[config.mk]
export PLATFORM = sky130hd
export DESIGN_NAME = mem_port_arbiter
export DESIGN_NICKNAME = d
export VERILOG_FILES = /design/src/rtl/mem_port_arbiter.sv
export SDC_FILE = /design/constraint.sdc
export NUM_CORES = 1
export LEC_CHECK = 0
export ABC_AREA = 1
export CAP_MARGIN = 20
export CORE_UTILIZATION = 43
export DETAILED_ROUTE_END_ITERATION = 10
export HOLD_SLACK_MARGIN = 0.03
export PLACE_DENSITY = 0.81
export SLEW_MARGIN = 25
export SYNTH_ARGS = -nofsm -noshare
export SYNTH_HDL_FRONTEND = slang
export SYNTH_SLANG_ARGS = --single-unit
[constraint.sdc]
create_clock -name clk -period 1.69 [get_ports clk]
set_clock_uncertainty 0.05 [all_clocks]
set_input_delay 0.2535 -clock clk [delete_from_list [all_inputs] [get_ports clk]]
set_output_delay 0.2535 -clock clk [all_outputs]
set_load 0.02 [all_outputs]
[src/rtl/mem_port_arbiter.sv]
// Shares one multi-cycle memory port between the IF (read-only) and MEM (read/write) requesters.
// Define RR_ARB_EN for a round-robin tie-break; otherwise DM wins simultaneous requests.
module mem_port_arbiter #(
  parameter int LAT = 2,
  parameter int CW  = 4,
  parameter int AW  = 32,
  parameter int DW  = 32
) (
  input  logic          clk,
  input  logic          rst,
  input  logic          if_req,
  input  logic [AW-1:0] if_addr,
  output logic [DW-1:0] if_rdata,
  output logic          if_ready,
  input  logic          dm_req,
  input  logic          dm_we,
  input  logic [AW-1:0] dm_addr,
  input  logic [DW-1:0] dm_wdata,
  output logic [DW-1:0] dm_rdata,
  output logic          dm_ready,
  output logic          mem_en,
  output logic          mem_we,
  output logic [AW-1:0] mem_addr,
  output logic [DW-1:0] mem_wdata,
  input  logic [DW-1:0] mem_rdata,
  output logic          busy,
  output logic          stall
);

  typedef enum logic [1:0] {IDLE, ACCESS, DONE} state_t;

  state_t        state, state_nxt;
  logic [CW-1:0] count;
  logic          grant;      // 1 = DM owns the port
  logic          start;
  logic          finish;
  logic          pick_dm;

`ifdef RR_ARB_EN
  logic          last_grant; // 1 = DM was granted last
`endif

  assign stall = (if_req & ~if_ready) | (dm_req & ~dm_ready);

  always_comb begin
    state_nxt = state;
    start     = 1'b0;
    finish    = 1'b0;
    pick_dm   = dm_req;
`ifdef RR_ARB_EN
    if (if_req && dm_req) pick_dm = ~last_grant;
`endif
    case (state)
      IDLE: begin
        if (if_req || dm_req) begin
          start     = 1'b1;
          state_nxt = ACCESS;
        end
      end
      ACCESS: begin
        if (count == '0) begin
          finish    = 1'b1;
          state_nxt = DONE;
        end
      end
      DONE:    state_nxt = IDLE;
      default: state_nxt = IDLE;
    endcase
  end

  always_ff @(posedge clk) begin
    if (rst) begin
      state     <= IDLE;
      count     <= '0;
      grant     <= 1'b0;
      mem_en    <= 1'b0;
      mem_we    <= 1'b0;
      mem_addr  <= '0;
      mem_wdata <= '0;
      if_rdata  <= '0;
      dm_rdata  <= '0;
      if_ready  <= 1'b0;
      dm_ready  <= 1'b0;
      busy      <= 1'b0;
    end else begin
      state    <= state_nxt;
      busy     <= (state_nxt != IDLE);
      if_ready <= finish & ~grant;
      dm_ready <= finish & grant;
      if (start) begin
        grant     <= pick_dm;
        count     <= CW'(LAT - 1);
        mem_en    <= 1'b1;
        mem_we    <= pick_dm & dm_we;
        mem_addr  <= pick_dm ? dm_addr : if_addr;
        mem_wdata <= pick_dm ? dm_wdata : '0;
      end else if (state == ACCESS) begin
        if (count != '0) begin
          count <= count - CW'(1);
        end else begin
          // Last access cycle: memory data is valid now, port is released.
          mem_en <= 1'b0;
          mem_we <= 1'b0;
          if (grant) dm_rdata <= mem_rdata;
          else       if_rdata <= mem_rdata;
        end
      end
    end
  end

`ifdef RR_ARB_EN
  always_ff @(posedge clk) begin
    if (rst)        last_grant <= 1'b0;
    else if (start) last_grant <= pick_dm;
  end
`endif

endmodule
-- Yosys cells after proc, flatten, opt, wreduce, memory -nomap -nowiden
Cells that the tools add are included.
- register bits after elaboration: 140
- word-level logic and storage cells: 56
- $add $sub $neg: 1
- eq/ne operators: 2
- muxes and demuxes: 16
- bitwise logic cells: 11
- reduce and logical (&&, ||, !) cells: 13
- operators with widths (operator ; count):
    32-bit 2-to-1 mux ; 2
    1-bit 2-to-1 mux ; 11
    4-bit AND reduction ; 2
    2-bit AND reduction ; 3
    2-bit nonzero test ; 3
    1-bit AND ; 5
    1-bit inverter ; 5
    4-bit zero test ; 1
    2-bit 2-to-1 mux ; 2
    2-bit case mux with 2 select lines ; 1
    4-bit nonzero test ; 1
    4-bit by 1-bit subtractor with 4-bit output (second input constant) ; 1
    2-bit by 1-bit == test with 1-bit output (second input constant) ; 1
    2-bit zero test ; 1
    2-bit inequality test (second input constant) ; 1
    2-bit OR reduction ; 1
    1-bit logical OR ; 1
    1-bit OR ; 1

-- Depth between registers and ports, before layout
Gate-level depths: netlist of the first run.
- word-level depth: 5
- gate-level depth with buffers: 9
- mapped depth without buffers: 8

-- Least setup slack after synthesis of the first run
OpenSTA, ideal clock, no wires.
- path type: flip-flop to flip-flop
- start: reg count[0]
- end: reg dm_rdata[31]
- arrival time: 1.288 ns
- data required time: 1.530 ns
- setup slack: 0.242 ns
- cell stages (with the launch flop): 10
- clock period less this slack: 1.448 ns
- path through: dfxtp_1 > inv_1 > ha_1 > nand2_2 > nor2_8 > buf_6 > buf_6 > nand3_1 > nand2_1 > nor2_1
- cells in the longest elaborated chain, start to end: 3
- RTL lines (element ; RTL line ; source):
    start, declared ; 33 ; logic [CW-1:0] count;
    start signal, assigned ; 92 ; count <= CW'(LAT - 1);
    start signal, assigned ; 99 ; count <= count - CW'(1);
    4-bit nonzero test ; 98 ; if (count != '0) begin
    1-bit inverter (no line) ; - ;
    4-bit AND reduction (no line) ; - ;
    end signal, assigned ; 104 ; if (grant) dm_rdata <= mem_rdata;
    end, declared ; 19 ; output logic [DW-1:0] dm_rdata,
No other way between the ends.
A chain may end at the register's enable or synchronous reset.

-- Worst setup path after layout of the first run
- start: reg mem_wdata[0]
- end: out mem_wdata[0]
- RTL lines (element ; RTL line ; source):
    start, declared ; 24 ; output logic [DW-1:0] mem_wdata,
    start signal, assigned ; 96 ; mem_wdata <= pick_dm ? dm_wdata : '0;
No word-level cell between the ends.

==> flow_metrics.tcl, run 1 <==
set metrics [dict create \
    slew_headroom_pct 74.0 \
    cp_top_family "buffers and inverters" \
    detail-route-antenna-nets 0 \
    antenna_found_initial 0 \
    critPathArrivalTime_ns 1.36 \
    placed_area_mm2 0.00911 \
    hold_violations 0 \
    die_h_um 122 \
    final_nets 1358 \
    synth_nets 1087 \
    synth_cell_types 26 \
    place.detailed.hpwl_um 12300 \
    worst_pin_slew_ns 0.389 \
    endpoint_kind "output pin" \
    stdcell_area_mm2 0.0100 \
    grt_pass1_wl_um 27000 \
    syn_area_per_cell_um2 6.53 \
    setup_viol_count_final 0 \
    drcViolationCount 0 \
    drt_iter0_drc 420 \
    crit_path_start_kind "flop" \
    coreArea_mm2 0.0140 \
    timing.hold.ws_ns 0.324 \
    required_ns 1.39 \
    fmax_mhz 601 \
    hp-start "dm_wdata[15]" \
    status "finished, final reports clean" \
    p_leak_nw 6.15 \
    grt_overflow 0 \
    hold_class "input port to flop" \
    rsz0062_at_grt "true" \
    drive_gt1_share_pct 6.31 \
    wl_um 18100 \
    clock_sinks 140 \
    clkTransAtPathRegs_ns 0.06 \
    powerDensity_mw_per_mm2 1040 \
    vdd_drop_max_mv 0.754 \
    cts_root_buf "clkbuf_16" \
    vias 6344 \
    cts-hold-fix-buffers 0 \
    path_class "flop to output pin" \
    cts_tree "yes" \
    fp.dieW_um 122 \
    wl_per_cell_um 12.8 \
    slowest_delay_ns 0.60 \
    clock_latency_ns 0.42 \
    timing.final.crit_share_pct 98.4 \
    ios 267 \
    track_usage_pct 23.3 \
    fin_util_pct 71.5 \
    synth_area_mm2 0.00622 \
    h-tree-depth 4 \
    initial_core_util_pct 44.5 \
    cts_buffers 17 \
    dieArea_mm2 0.0150 \
    drt_pass1_iterations 6 \
    clockBufferDepth 2 \
    io_buffers 266 \
    fp-row-count 43 \
    cp_max_fo 2 \
    path_buf_inv 1 \
    cap_viol_max_count 0 \
    cp-startpoint "mem_wdata[0]" \
    reg2reg_from "count[1]" \
    fin_setup_tns_ns 0 \
    grt_pass1_vias 5739 \
    report.power.total_mw 10.4 \
    cp_slowest_cell "clkdlybuf4s50_1" \
    antenna_cells 0 \
    area_growth_pct 60.8 \
    path_cells "clkdlybuf4s50_1" \
    grt_max_degree 46 \
    syn_inst 953 \
    yosysSeqAreaShare_pct 45.1 \
    final-max-slew-violation-count 0 \
    fin_crit_ns 1.66 \
    yosys_register_bits 140 \
    place_congestion 0.827 \
    viasPerCell 4.48 \
    yosysWarnings 0 \
]
metal layers:
| layer | vias to the layer above | part of all wire (%) | GRT usage (%) |
|---|---|---|---|
| li1 | 3323 | - | - |
| met2 | 233 | 50 | 40.1 |
| met3 | 19 | 7.8 | 7.48 |
| met4 | 0 | 1.3 | 8.99 |
| met5 | - | 0 | 0 |
| met1 | 2769 | 41 | 26.6 |
report_power, final:
group	switching (mW)	internal, mW	leakage (nW)
clock network	1.43	2.62	0.308
logic	1.45	1.14	4.70
registers	0.149	3.63	1.15
cell families (layout without fill, tap and decap cells):
| kind of cell | after synthesis | count (layout) | share of synthesized area (%) |
|---|---|---|---|
| flip-flops | 140 | 140 | 45.1 |
| XOR/XNOR | 1 | 1 | 0.141 |
| adder cells (fa/ha/maj) | 1 | 1 | 0.201 |
| AO/OA/AOI/OAI | 74 | 74 | 5.97 |
| AND/OR/NAND/NOR | 481 | 484 | 31.4 |
| buffers and inverters | 256 | 537 | 17.2 |
layout by cell type, fill, tap and decap left out, drive strengths merged:
cell	instances
dlymetal6s2s	78
bufinv	4
nor2	141
o22ai	1
nand4	1
ha	1
nand3	67
xor2	1
clkbuf	22
o21ai	66
a21oi	7
clkinvlp	3
buf	33
clkdlybuf4s50	141
nor3	1
dlygate4sd2	47
inv	205
nand2	274
clkinv	4
dfxtp	140
per-stage QoR:
stage	std cells	setup WS (ns)
6_report	1417	0.0271
5_1_grt	1417	-0.0174
4_1_cts	1409	-0.0153
3_5_place_dp	1377	-0.313
3_3_place_gp	1377	-0.205
2_1_floorplan	953	0.242
registers in the layout, summed over array words and instances (netlist names):
| name | count |
|---|---|
| dm_rdata | 32 |
| if_ready | 1 |
| if_rdata | 32 |
| state | 2 |
| busy | 1 |
| mem_wdata | 32 |
| mem_en | 1 |
| mem_we | 1 |
| mem_addr | 32 |
| grant | 1 |
| count | 4 |
| dm_ready | 1 |
area by class of cell:
type / count / area (µm²)
Clock inverter: 10 / 161
Tap cell: 180 / 225
Sequential cell: 140 / 2800
Inverter: 206 / 773
Timing Repair Buffer: 299 / 3150
Multi-Input combinational cell: 560 / 2400
Fill cell: 1153 / 3990
Clock buffer: 22 / 484
final timing paths:
| path | slack (ns) | to | depth (start not counted) |
|---|---|---|---|
| setup / recovery | 0.03 | mem_wdata[0] | 1 |
| hold / removal | 0.32 | mem_wdata[15] | 3 |
| setup reg to reg | 0.10 | if_rdata[29] | 9 |
| hold reg to reg | 0.40 | mem_wdata[4] | 2 |
synth_stat cells (all sizes together):
master	n	area [µm²]
a21oi	7	35.0
buf	38	251
clkbuf	12	46.3
clkinv	1	3.75
dfxtp	140	2800
ha	1	12.5
inv	205	769
nand2	272	1040
nand3	67	335
nand4	1	12.5
nor2	140	562
nor3	1	5.00
o21ai	66	330
o22ai	1	6.26
xor2	1	8.76
timing repair:
action | in CTS | in global routing
cloned | 0 | 3
setup endpoints to repair | 51 | 144
buffers inserted | 0 | 5
gates resized for setup | 47 | 82
pin swaps | 0 | 3
Power figures use the tool's default switching activity.
==> run 2: changes to the inputs <==
CORE_MARGIN = 1.5   (was unset)
PLACE_DENSITY = 0.79   (was 0.81)
==> flow_metrics.tcl, run 2 (synthesis gave the netlist of run 1 again) <==
set metrics [dict create \
    status "finished, final reports clean" \
    path_buf_inv 1 \
    timing.hold.ws_ns 0.324 \
    path_class "flop to output pin" \
    hold_class "input port to flop" \
    multiInputGateArea_mm2 0.00238 \
    path_cells "clkdlybuf4s50_1" \
    drcViolationCount 0 \
    fin_util_pct 71.1 \
    layout_commonest_cell "nand2_1" \
    cts_buffers 17 \
    dp.cells 1372 \
    drt_iter0_drc 382 \
    antenna_cells 0 \
    p_leak_nw 6.04 \
    clkTransAtPathRegs_ns 0.06 \
    min_delay_path_depth 3 \
    required_ns 1.39 \
    fmax_mhz 600 \
    setup_viol_count_final 0 \
    fin_setup_tns_ns 0 \
    fp-row-count 43 \
    powerDensity_mw_per_mm2 1060 \
    n_fill_cell 1118 \
    clock_sinks 140 \
    grt_overflow 0 \
    vias 6331 \
    grt_max_degree 55 \
    stdcell_area_mm2 0.00994 \
    reg2reg_depth 9 \
    clock_latency_ns 0.41 \
    worst_pin_slew_ns 0.391 \
    crit_cells 1 \
    clockBufferDepth 2 \
    vdd_drop_max_mv 0.753 \
    io_buffers 266 \
    cts-hold-fix-buffers 0 \
    final-max-slew-violation-count 0 \
    coreArea_mm2 0.0140 \
    area_growth_pct 59.8 \
    report.power.total_mw 10.6 \
    cap_viol_max_count 0 \
    layout.cells.non_filler 1409 \
    final_nets 1350 \
    die_h_um 123 \
    placed_area_mm2 0.00906 \
    fin_ws_ns 0.0245 \
    cp_max_fo 2 \
    track_usage_pct 22.6 \
    fin_crit_ns 1.67 \
    initial_core_util_pct 44.5 \
    place_congestion 0.808 \
    layout_common_cells "nand2_1 (269), inv_1 (203), dfxtp_1 (140), clkdlybuf4s50_1 (139), nor2_1 (135)" \
    pre_cts_slack_ns -0.190 \
    cp_slowest_cell "clkdlybuf4s50_1" \
    slew_headroom_pct 73.9 \
    timing.final.crit_share_pct 98.5 \
    ios 267 \
    hold_violations 0 \
    drive_gt1_share_pct 5.78 \
    place.detailed.hpwl_um 12100 \
    wl_um 17800 \
    crit_path_start_kind "flop" \
    grt_pass1_vias 5608 \
    h-tree-depth 4 \
    slowest_delay_ns 0.62 \
    cp_top_family "buffers and inverters" \
    critPathArrivalTime_ns 1.36 \
    detail-route-antenna-nets 0 \
    cts_tree "yes" \
    cts_root_buf "clkbuf_16" \
    antenna_found_initial 0 \
    grt_pass1_wl_um 26900 \
    wl_per_cell_um 12.6 \
    dieArea_mm2 0.0152 \
    fp.dieW_um 123 \
    endpoint_kind "output pin" \
    seqCellArea_mm2 0.00280 \
    viasPerCell 4.49 \
    drt_pass1_iterations 4 \
]
[run 2: worst paths after layout]
kind / startpoint / to / slack (ns)
max: mem_wdata[28] / mem_wdata[28] / 0.02
min: dm_wdata[14] / mem_wdata[14] / 0.32
max reg2reg: count[1] / dm_rdata[29] / 0.07
min reg2reg: mem_wdata[26] / mem_wdata[26] / 0.40
[run 2: area by class of cell]
type | count | share of cell area (%)
Clock buffer | 18 | 4.32
Inverter | 206 | 7.78
Clock inverter | 14 | 2.44
Multi-Input combinational cell | 558 | 23.9
Tap cell | 180 | 2.27
Sequential cell | 140 | 28.2
Timing Repair Buffer | 293 | 31.1
[run 2: power by group]
| part | switching, mW | total (mW) | internal, mW |
|---|---|---|---|
| Clock | 1.45 | 4.23 | 2.77 |
| Combinational | 1.43 | 2.55 | 1.12 |
| Sequential | 0.153 | 3.78 | 3.63 |
[run 2: metal layers]
layer  GRT usage, %  wire, µm  up-vias  share of wire, %
li1               -         -     3305                 -
met1           26.0      7390     2769                41
met2           39.2      8730      236                49
met3           8.07      1420       21               8.0
met4           7.40       269        0               1.5
met5              0         0        -                 0
[run 2: repair_timing]
item | 4_1_cts | 5_1_grt
endpoints found under the hold margin | 0 | 0
buffers inserted | 0 | 3
gates cloned | 0 | 2
setup endpoints to repair | 56 | 118
resized for setup | 56 | 74
pin swaps | 0 | 2
==> run 3: changes to the inputs <==
REMOVE_ABC_BUFFERS = 1   (was unset)
==> flow_metrics.tcl, run 3 (synthesis gave the netlist of run 1 again) <==
set metrics [dict create \
    layout_common_cells "nand2_1 (269), inv_1 (203), clkdlybuf4s50_1 (168), dfxtp_1 (140), nor2_1 (135)" \
    cts_root_buf "clkbuf_16" \
    detail-route-antenna-nets 0 \
    drcViolationCount 0 \
    final-max-slew-violation-count 0 \
    antenna_cells 0 \
    fin_crit_ns 1.66 \
    initial_core_util_pct 44.5 \
    r2r-end "dm_rdata[25]" \
    endpoint_kind "output pin" \
    cts_buffers 17 \
    fp.dieW_um 123 \
    dieArea_mm2 0.0152 \
    reg2reg_depth 9 \
    final_nets 1350 \
    h-tree-depth 4 \
    hold_violations 0 \
    area_growth_pct 58.5 \
    grt_overflow 0 \
    critPathArrivalTime_ns 1.36 \
    rrSetupSlack_ns 0.12 \
    powerDensity_mw_per_mm2 1020 \
    grt-busiest-layer "met2" \
    vias 6215 \
    slowest_delay_ns 0.62 \
    clock_sinks 140 \
    setup_viol_count_final 0 \
    drt_iter0_drc 442 \
    viasPerCell 4.42 \
    met1_usage_pct 26.6 \
    fp-row-count 43 \
    clock_latency_ns 0.40 \
    required_ns 1.39 \
    wl_um 17400 \
    wl_per_cell_um 12.4 \
    cap_viol_max_count 0 \
    die_h_um 123 \
    track_usage_pct 22.9 \
    grt_util_met2_pct 38.5 \
    layout.cells.non_filler 1407 \
    stdcell_area_mm2 0.00986 \
    p_leak_nw 5.92 \
    cts_tree "yes" \
    crit_path_start_kind "flop" \
    report.power.total_mw 10.0 \
    antenna_found_initial 0 \
    coreArea_mm2 0.0140 \
    fin_setup_tns_ns 0 \
    clkTransAtPathRegs_ns 0.06 \
    worst_pin_slew_ns 0.466 \
    ios 267 \
    layout_commonest_cell "nand2_1" \
    cp_slowest_cell "clkdlybuf4s50_1" \
    grt_pass1_wl_um 27000 \
    hp-start "dm_wdata[3]" \
    fin_util_pct 70.5 \
    timing.final.crit_share_pct 98.4 \
    dp.cells 1370 \
    vdd_drop_max_mv 0.636 \
    io_buffers 266 \
    place_congestion 0.797 \
    pre_cts_slack_ns -0.472 \
    path_buf_inv 1 \
    min_delay_path_depth 3 \
    grt_util_met3_pct 7.70 \
    status "finished, final reports clean" \
    timing.hold.ws_ns 0.341 \
    path_class "flop to output pin" \
    path_cells "clkdlybuf4s50_1" \
    cp_top_family "buffers and inverters" \
    placed_area_mm2 0.00907 \
    hold_class "input port to flop" \
    drt_pass1_iterations 4 \
    slew_headroom_pct 68.8 \
    grt_max_degree 63 \
    cts-hold-fix-buffers 0 \
    n_fill_cell 1172 \
    crit_cells 1 \
    cp_max_fo 2 \
    holdPathEnd "mem_wdata[3]" \
    reg2reg_from "count[1]" \
    clockBufferDepth 2 \
    fin_ws_ns 0.0277 \
    grt_pass1_vias 5699 \
    place.detailed.hpwl_um 11900 \
    fmax_mhz 602 \
    drive_gt1_share_pct 5.54 \
]
-- run 3: power by group --
part	internal, mW	total, mW	leakage [nW]	switching, mW
registers	3.63	3.78	1.15	0.151
logic	1.16	2.57	4.49	1.41
clock network	2.37	3.68	0.286	1.31
total	7.16	10.0	5.92	2.87
-- run 3: timing repair --
| item | in CTS | in global routing |
|---|---|---|
| endpoints found under the setup margin | 29 | 112 |
| gates resized for setup | 27 | 76 |
| pin swaps | 1 | 1 |
| cloned | 1 | 0 |
| setup buffers | 0 | 6 |
-- run 3: how the worst max path moves through the flow --
stage	startpoint	to	slack [ns]
2_1_floorplan	grant	if_rdata[0]	-0.80
3_3_place_gp	dm_req	grant	-0.46
3_5_place_dp	dm_req	grant	-0.47
4_1_cts	mem_wdata[4]	mem_wdata[4]	0.0005
5_1_grt	if_rdata[19]	if_rdata[19]	-0.01
6_report	if_rdata[19]	if_rdata[19]	0.03
-- run 3: routing by layer --
| metal | vias up | share of wire, % |
|---|---|---|
| met2 | 204 | 48 |
| met3 | 21 | 8.0 |
| li1 | 3307 | - |
| met5 | - | 0 |
| met1 | 2683 | 42 |
| met4 | 0 | 2.0 |
-- run 3: final cells by class --
class	count	area, µm²	area share [%]
clock buffer	22	464	4.71
clock inverter	8	118	1.19
inverter	206	773	7.85
multi-input combinational	558	2360	23.9
sequential	140	2800	28.4
tap	180	225	2.29
timing repair buffer	293	3110	31.6
-- run 3: worst min-delay path: stages --
cell             delay [ns]
clkdlybuf4s50_1        0.39
inv_1                  0.05
o21ai_1                0.05
